==> src/rtl/serial_adder_if.sv <==
// Handshake and operand/result bundle for serial_adder.
// The master issues operations; the slave (the adder) returns results and status.
interface serial_adder_if #(
  parameter int WIDTH = 16
);
  logic             start;
  logic [WIDTH-1:0] a;
  logic [WIDTH-1:0] b;
  logic             cin;
  logic             sub;
  logic             busy;
  logic             done;
  logic [WIDTH-1:0] sum;
  logic             cout;
  logic             zero;
  logic             ovf;

  modport master (
    output start, a, b, cin, sub,
    input  busy, done, sum, cout, zero, ovf
  );

  modport slave (
    input  start, a, b, cin, sub,
    output busy, done, sum, cout, zero, ovf
  );
endinterface

==> src/rtl/serial_adder.sv <==
// Digit-serial adder/subtractor: DIGIT bits per clock, registered carry between digits.
// Optional zero/overflow flags are built when SERIAL_ADDER_FLAGS_EN is defined.
module serial_adder #(
  parameter int WIDTH = 16,
  parameter int DIGIT = 1
) (
  input  logic          clk,
  input  logic          reset,
  serial_adder_if.slave bus
);

  localparam int N  = WIDTH / DIGIT;
  localparam int CW = (N > 1) ? $clog2(N) : 1;
  localparam logic [CW-1:0] LAST = CW'(N - 1);

  if (WIDTH < 2 || DIGIT < 1 || (WIDTH % DIGIT) != 0) begin : g_bad_params
    $error("serial_adder: WIDTH must be >= 2 and a multiple of DIGIT");
  end

  typedef enum logic [1:0] {IDLE, RUN, DONE} state_t;

  state_t           state;
  logic [WIDTH-1:0] a_sr;
  logic [WIDTH-1:0] b_sr;
  logic [WIDTH-1:0] res_sr;
  logic             carry;
  logic [CW-1:0]    cnt;
  logic             busy_r;
  logic             done_r;
  logic [WIDTH-1:0] sum_r;
  logic             cout_r;

  // One digit of the chain: DIGIT full-adder stages rippling combinationally.
  function automatic logic [DIGIT:0] digit_add(input logic [DIGIT-1:0] x,
                                               input logic [DIGIT-1:0] y,
                                               input logic c);
    logic [DIGIT:0] r;
    logic           k;
    r = '0;
    k = c;
    for (int i = 0; i < DIGIT; i++) begin
      r[i] = x[i] ^ y[i] ^ k;
      k    = (x[i] & y[i]) | (k & (x[i] ^ y[i]));
    end
    r[DIGIT] = k;
    return r;
  endfunction

  logic [DIGIT:0]         dsum;
  logic [WIDTH+DIGIT-1:0] res_cat;
  logic [WIDTH-1:0]       next_res;
  logic [WIDTH-1:0]       b_eff;

  assign dsum     = digit_add(a_sr[DIGIT-1:0], b_sr[DIGIT-1:0], carry);
  assign res_cat  = {dsum[DIGIT-1:0], res_sr};
  assign next_res = res_cat[WIDTH+DIGIT-1:DIGIT];
  assign b_eff    = bus.sub ? ~bus.b : bus.b;

`ifdef SERIAL_ADDER_FLAGS_EN
  logic msb_a;
  logic msb_b;
  logic zero_r;
  logic ovf_r;
`endif

  always_ff @(posedge clk or posedge reset) begin
    if (reset) begin
      state  <= IDLE;
      a_sr   <= '0;
      b_sr   <= '0;
      res_sr <= '0;
      carry  <= 1'b0;
      cnt    <= '0;
      busy_r <= 1'b0;
      done_r <= 1'b0;
      sum_r  <= '0;
      cout_r <= 1'b0;
`ifdef SERIAL_ADDER_FLAGS_EN
      msb_a  <= 1'b0;
      msb_b  <= 1'b0;
      zero_r <= 1'b0;
      ovf_r  <= 1'b0;
`endif
    end else begin
      done_r <= 1'b0;
      unique case (state)
        IDLE, DONE: begin
          if (bus.start) begin
            a_sr   <= bus.a;
            b_sr   <= b_eff;
            res_sr <= '0;
            carry  <= bus.sub ? 1'b1 : bus.cin;
            cnt    <= '0;
            busy_r <= 1'b1;
            state  <= RUN;
`ifdef SERIAL_ADDER_FLAGS_EN
            msb_a  <= bus.a[WIDTH-1];
            msb_b  <= b_eff[WIDTH-1];
`endif
          end else begin
            state <= IDLE;
          end
        end
        RUN: begin
          a_sr   <= a_sr >> DIGIT;
          b_sr   <= b_sr >> DIGIT;
          res_sr <= next_res;
          carry  <= dsum[DIGIT];
          cnt    <= cnt + 1'b1;
          // Last digit: publish straight from the combinational slice.
          if (cnt == LAST) begin
            state  <= DONE;
            busy_r <= 1'b0;
            done_r <= 1'b1;
            sum_r  <= next_res;
            cout_r <= dsum[DIGIT];
`ifdef SERIAL_ADDER_FLAGS_EN
            zero_r <= (next_res == '0);
            ovf_r  <= (msb_a == msb_b) && (next_res[WIDTH-1] != msb_a);
`endif
          end
        end
        default: state <= IDLE;
      endcase
    end
  end

  assign bus.busy = busy_r;
  assign bus.done = done_r;
  assign bus.sum  = sum_r;
  assign bus.cout = cout_r;
`ifdef SERIAL_ADDER_FLAGS_EN
  assign bus.zero = zero_r;
  assign bus.ovf  = ovf_r;
`else
  assign bus.zero = 1'b0;
  assign bus.ovf  = 1'b0;
`endif

endmodule

==> src/flat_wrapper.sv <==
// flat-port wrapper written by rule: the top's interface ports become plain ports
module serial_adder_flat 
#(
  parameter int WIDTH = 16,
  parameter int DIGIT = 1
)
  (clk, reset, bus_start, bus_a, bus_b, bus_cin, bus_sub, bus_busy, bus_done, bus_sum, bus_cout, bus_zero, bus_ovf);
  serial_adder_if #(.WIDTH(WIDTH)) bus_i ();
  input  logic clk;
  input  logic reset;
  input wire logic [$bits(bus_i.start)-1:0] bus_start;
  input wire logic [$bits(bus_i.a)-1:0] bus_a;
  input wire logic [$bits(bus_i.b)-1:0] bus_b;
  input wire logic [$bits(bus_i.cin)-1:0] bus_cin;
  input wire logic [$bits(bus_i.sub)-1:0] bus_sub;
  output wire logic [$bits(bus_i.busy)-1:0] bus_busy;
  output wire logic [$bits(bus_i.done)-1:0] bus_done;
  output wire logic [$bits(bus_i.sum)-1:0] bus_sum;
  output wire logic [$bits(bus_i.cout)-1:0] bus_cout;
  output wire logic [$bits(bus_i.zero)-1:0] bus_zero;
  output wire logic [$bits(bus_i.ovf)-1:0] bus_ovf;
  assign bus_i.start = bus_start;
  assign bus_i.a = bus_a;
  assign bus_i.b = bus_b;
  assign bus_i.cin = bus_cin;
  assign bus_i.sub = bus_sub;
  assign bus_busy = bus_i.busy;
  assign bus_done = bus_i.done;
  assign bus_sum = bus_i.sum;
  assign bus_cout = bus_i.cout;
  assign bus_zero = bus_i.zero;
  assign bus_ovf = bus_i.ovf;
  serial_adder #(.WIDTH(WIDTH), .DIGIT(DIGIT)) u_core (.clk(clk), .reset(reset), .bus(bus_i));
endmodule
==> config.mk <==
export PLATFORM = sky130hd
export DESIGN_NAME = serial_adder_flat
export DESIGN_NICKNAME = d
export VERILOG_FILES = /design/src/rtl/serial_adder_if.sv /design/src/rtl/serial_adder.sv /design/src/flat_wrapper.sv
export SDC_FILE = /design/constraint.sdc
export NUM_CORES = 1
export LEC_CHECK = 0
export ABC_AREA = 0
export CAP_MARGIN = 25
export CORE_MARGIN = 3
export CORE_UTILIZATION = 47
export CTS_CLUSTER_DIAMETER = 40
export DETAILED_ROUTE_END_ITERATION = 7
export GPL_TIMING_DRIVEN = 0
export PLACE_DENSITY = 0.76
export SLEW_MARGIN = 15
export SYNTH_ARGS = -nofsm -noshare
export SYNTH_HDL_FRONTEND = slang
export SYNTH_SLANG_ARGS = --single-unit
==> constraint.sdc <==
create_clock -name clk -period 2.3 [get_ports clk]
set_input_delay 0.46 -clock clk [delete_from_list [all_inputs] [get_ports clk]]
set_output_delay 0.46 -clock clk [all_outputs]
set_load 0.005 [all_outputs]
==> summary.md <==
| Metric | Value |
|---|---|
| Status | finished, final reports clean |
| Startpoint Class | input port |
| Slowest CP cell | clkdlybuf4s50_1 |
| Cts hold-fix bufs | 0 |
| IO Port Bufs | 54 |
| Critical path's top delay family | buffers and inverters |
| DR pass1 iterations | 4 |
| PnR Total Power | 5.082 mW |
| Fmax | between 0.5 and 0.6 GHz |
| HPWL Detailed | between 4000 and 5000 um |
| R2R cell count | 6 |
| First-iteration detailed-routing DRC count | between 80 and 90 |
| Pwr Density | ~1300 nW/um2 |
| Max Cap Viol | 0 |
| Nets | about 360 |
| Number of global-route vias before repair | 2,193 |
| CTS Root Cell | clkbuf_8 |
| Cell count after synthesis | about 250 |
| CTS tree | done |
| DR top layer | met4 |
| CP Capture Type | flip-flop |
| RSZ-0062 raised after global routing | no |
| Setup tns final | 0 ps |
| Worst Path Arrival | slightly above 2000 ps |
| Count leader, synth | dfrtp_1 |
| Clk_skew | between 8 and 9 ps |
| Row count | 29 |
| Clock sinks | between 70 and 80 |
| Final core occ | between 60% and 70% |
| Share of layout cells above drive strength 1 | 16.82% |
| RR Endpoint | u_core.bus.sum[3] |
| Worst vdd ir | approximately 0.00074 V |
| Synth Flop Type | dfrtp_1 |
| Setup CP Type | input port to flip-flop |
| Area leader, netlist | dfrtp_1 |
| Largest net degree at the start of global routing | 37 |
| FF+latch count, synth | 73 |
| Post-synth top area share | ~58% |
| Placeable Area | approximately 6400 um2 |
| CP max stage delay | 480 ps |
| Ant. Diodes | 0 |
| Post-synthesis async set-or-reset flop share | between 90% and 100% |
| Initial Util | between 40 and 50% |
| Synth top area cells | dfrtp_1, a22o_1, a221o_1 |
| Metal3 WL | ~270 um |
| P&R area growth vs syn | 28.21% |
| Worst-path clk slew | ~70 ps |
| Buf/Inv on CP | 3 |
| Post_cts resized | 0 |
| CP Max Fanout | 10 |
| Period utilization | 75.61% |
| Lkg Pwr | about 1.8 nW |
| Final min period | 1739 ps |
| CP required | 2580 ps |
| CTS Buffer Depth | 2 |
| Drc violations | 0 |
| Final setup fails | 0 |
| Met2 WL | approximately 2800 um |
| Post-DRT Antenna Nets | 0 |
| Hold Vio Cnt, Final | 0 |
| R2r startpoint | u_core.cnt[0] |
| Hold Path Class | input port to async pin |
| Total grt overflow | 0 |
| Worst skew pair latency | roughly 350 ps |
| RD Place Congestion | roughly 0.75 |
| Drt via density | between 5 and 6 |
| H-tree levels | 3 |
| Io pins | 58 |
| Die width | ~90 um |
| YS warnings | 0 |
| Top cells by count, synth | dfrtp_1, a22o_1, nor2_1 |
| GRT Overall Usage | between 10% and 20% |
| Initial antenna violation count | 0 |
| Wire length on met1 | 2790 um |
| Max-slew violations | 0 |
| Synth unique cells | 31 |
| Final wirelength | around 6000 um |
| Seq/Total Area, Yosys | roughly three fifths |
| Post-Syn Area | roughly 3100 um2 |
| Flop-to-flop setup slack | roughly 570 ps |
| Setup repair bufs after CTS | 0 |
| Syn Area/Cell | 12.59 um2 |
| Sequence of cells on the critical path | clkdlybuf4s50_1, nor2b_1, buf_2, buf_1, a22oi_1, nand2_1 |
| Die H | slightly below 90 um |
| EDFF count, synth | 0 |
| DIE AREA | ~7700 um2 |
| Num CTS Buffers | 9 |
| First-pass GRT wire length | between 10,000 and 15,000 um |
| WL/cell | 15.11 um |
| Via count | between 2,000 and 2,500 |
[worst register-to-register path, stage by stage (launching register included)]
cell     delay [ps]
dfrtp_1         420
ha_1            230
and3_1          220
and2_4          160
buf_6           140
buf_12          150
mux2_4          290
[state kept, by name, indices dropped and copies added (netlist names)]
register / cells
u_core.cnt: 4
u_core.a_sr: 16
u_core.b_sr: 16
u_core.carry: 1
u_core.bus.cout: 1
u_core.res_sr: 15
u_core.bus.busy: 1
u_core.state: 2
u_core.bus.sum: 16
u_core.bus.done: 1
[cell type report]
class,instances,area [um2]
flip-flops and latches,73,1827
repair buffers,56,580.6
inverters,1,7.507
well taps,77,96.34
fillers,509,2382
multi-input cells,152,1155
clock inverters,5,55.05
clock buffers,11,141.4
plain buffers,23,141.4
[power breakdown]
| group | switching (mW) | internal, mW | total (mW) |
|---|---|---|---|
| registers | 0.366 | 1.85 | 2.21 |
| logic | 0.823 | 1.05 | 1.88 |
| clock network | 0.465 | 0.527 | 0.991 |
[placed cells by master, fill, tap and decap left out, drive strengths merged, types with 3 or more instances in the layout]
| master | instances |
|---|---|
| buf | 20 |
| clkdlybuf4s50 | 54 |
| nor2b | 3 |
| mux2 | 17 |
| a22o | 19 |
| nor2 | 20 |
| dfrtp | 73 |
| nand2 | 16 |
| clkbuf | 16 |
| xnor2 | 15 |
| clkinvlp | 3 |
| a221o | 16 |
| a22oi | 15 |
| nand3 | 16 |
[per-stage QoR]
stage / std cells / hold WS, ps / setup slack [ps] / area (um2)
6_report: 398 / 424.9 / 560.9 / 4004
5_1_grt: 398 / 452.6 / 430.9 / 4004
4_1_cts: 398 / 424.2 / 567.9 / 4004
3_5_place_dp: 382 / 460.5 / 229.4 / 3807
3_3_place_gp: 380 / 454.3 / 212.1 / 3767
2_1_floorplan: 249 / 437.2 / 692.4 / 3131
[metal layers]
metal,up-vias,GRT usage [%]
met5,-,0
met2,55,26.51
met4,0,7.252
met3,10,4.447
met1,1085,23.69
li1,1018,-
[cell families (layout without fill, tap and decap cells)]
group / after synthesis / after routing / share of synthesized area, %
and+or+nand+nor: 61 / 61 / 9.095
buffers and inverters: 24 / 96 / 4.647
adders and majority gates: 2 / 2 / 1.042
AOI/OAI and AO/OA: 52 / 52 / 14.38
DFF: 73 / 73 / 58.49
xor gates and xnor gates: 16 / 16 / 4.487
other: 1 / 2 / 0.1201
muxes: 19 / 19 / 7.733
[how the worst max path moves through the flow]
stage | cells after the start | start | slack [ps] | endpoint
after detailed placement | 6 | bus_start | 230 | u_core.a_sr[1]
after global placement | 2 | reset | 210 | u_core.a_sr[6]
after CTS | 6 | bus_start | 570 | u_core.a_sr[1]
final | 6 | bus_start | 560 | u_core.a_sr[1]
after floorplan | 6 | u_core.cnt[0] | 690 | u_core.bus.sum[0]
after global routing | 6 | bus_start | 430 | u_core.a_sr[1]
Note: power is estimated with default switching activity, not from simulation.
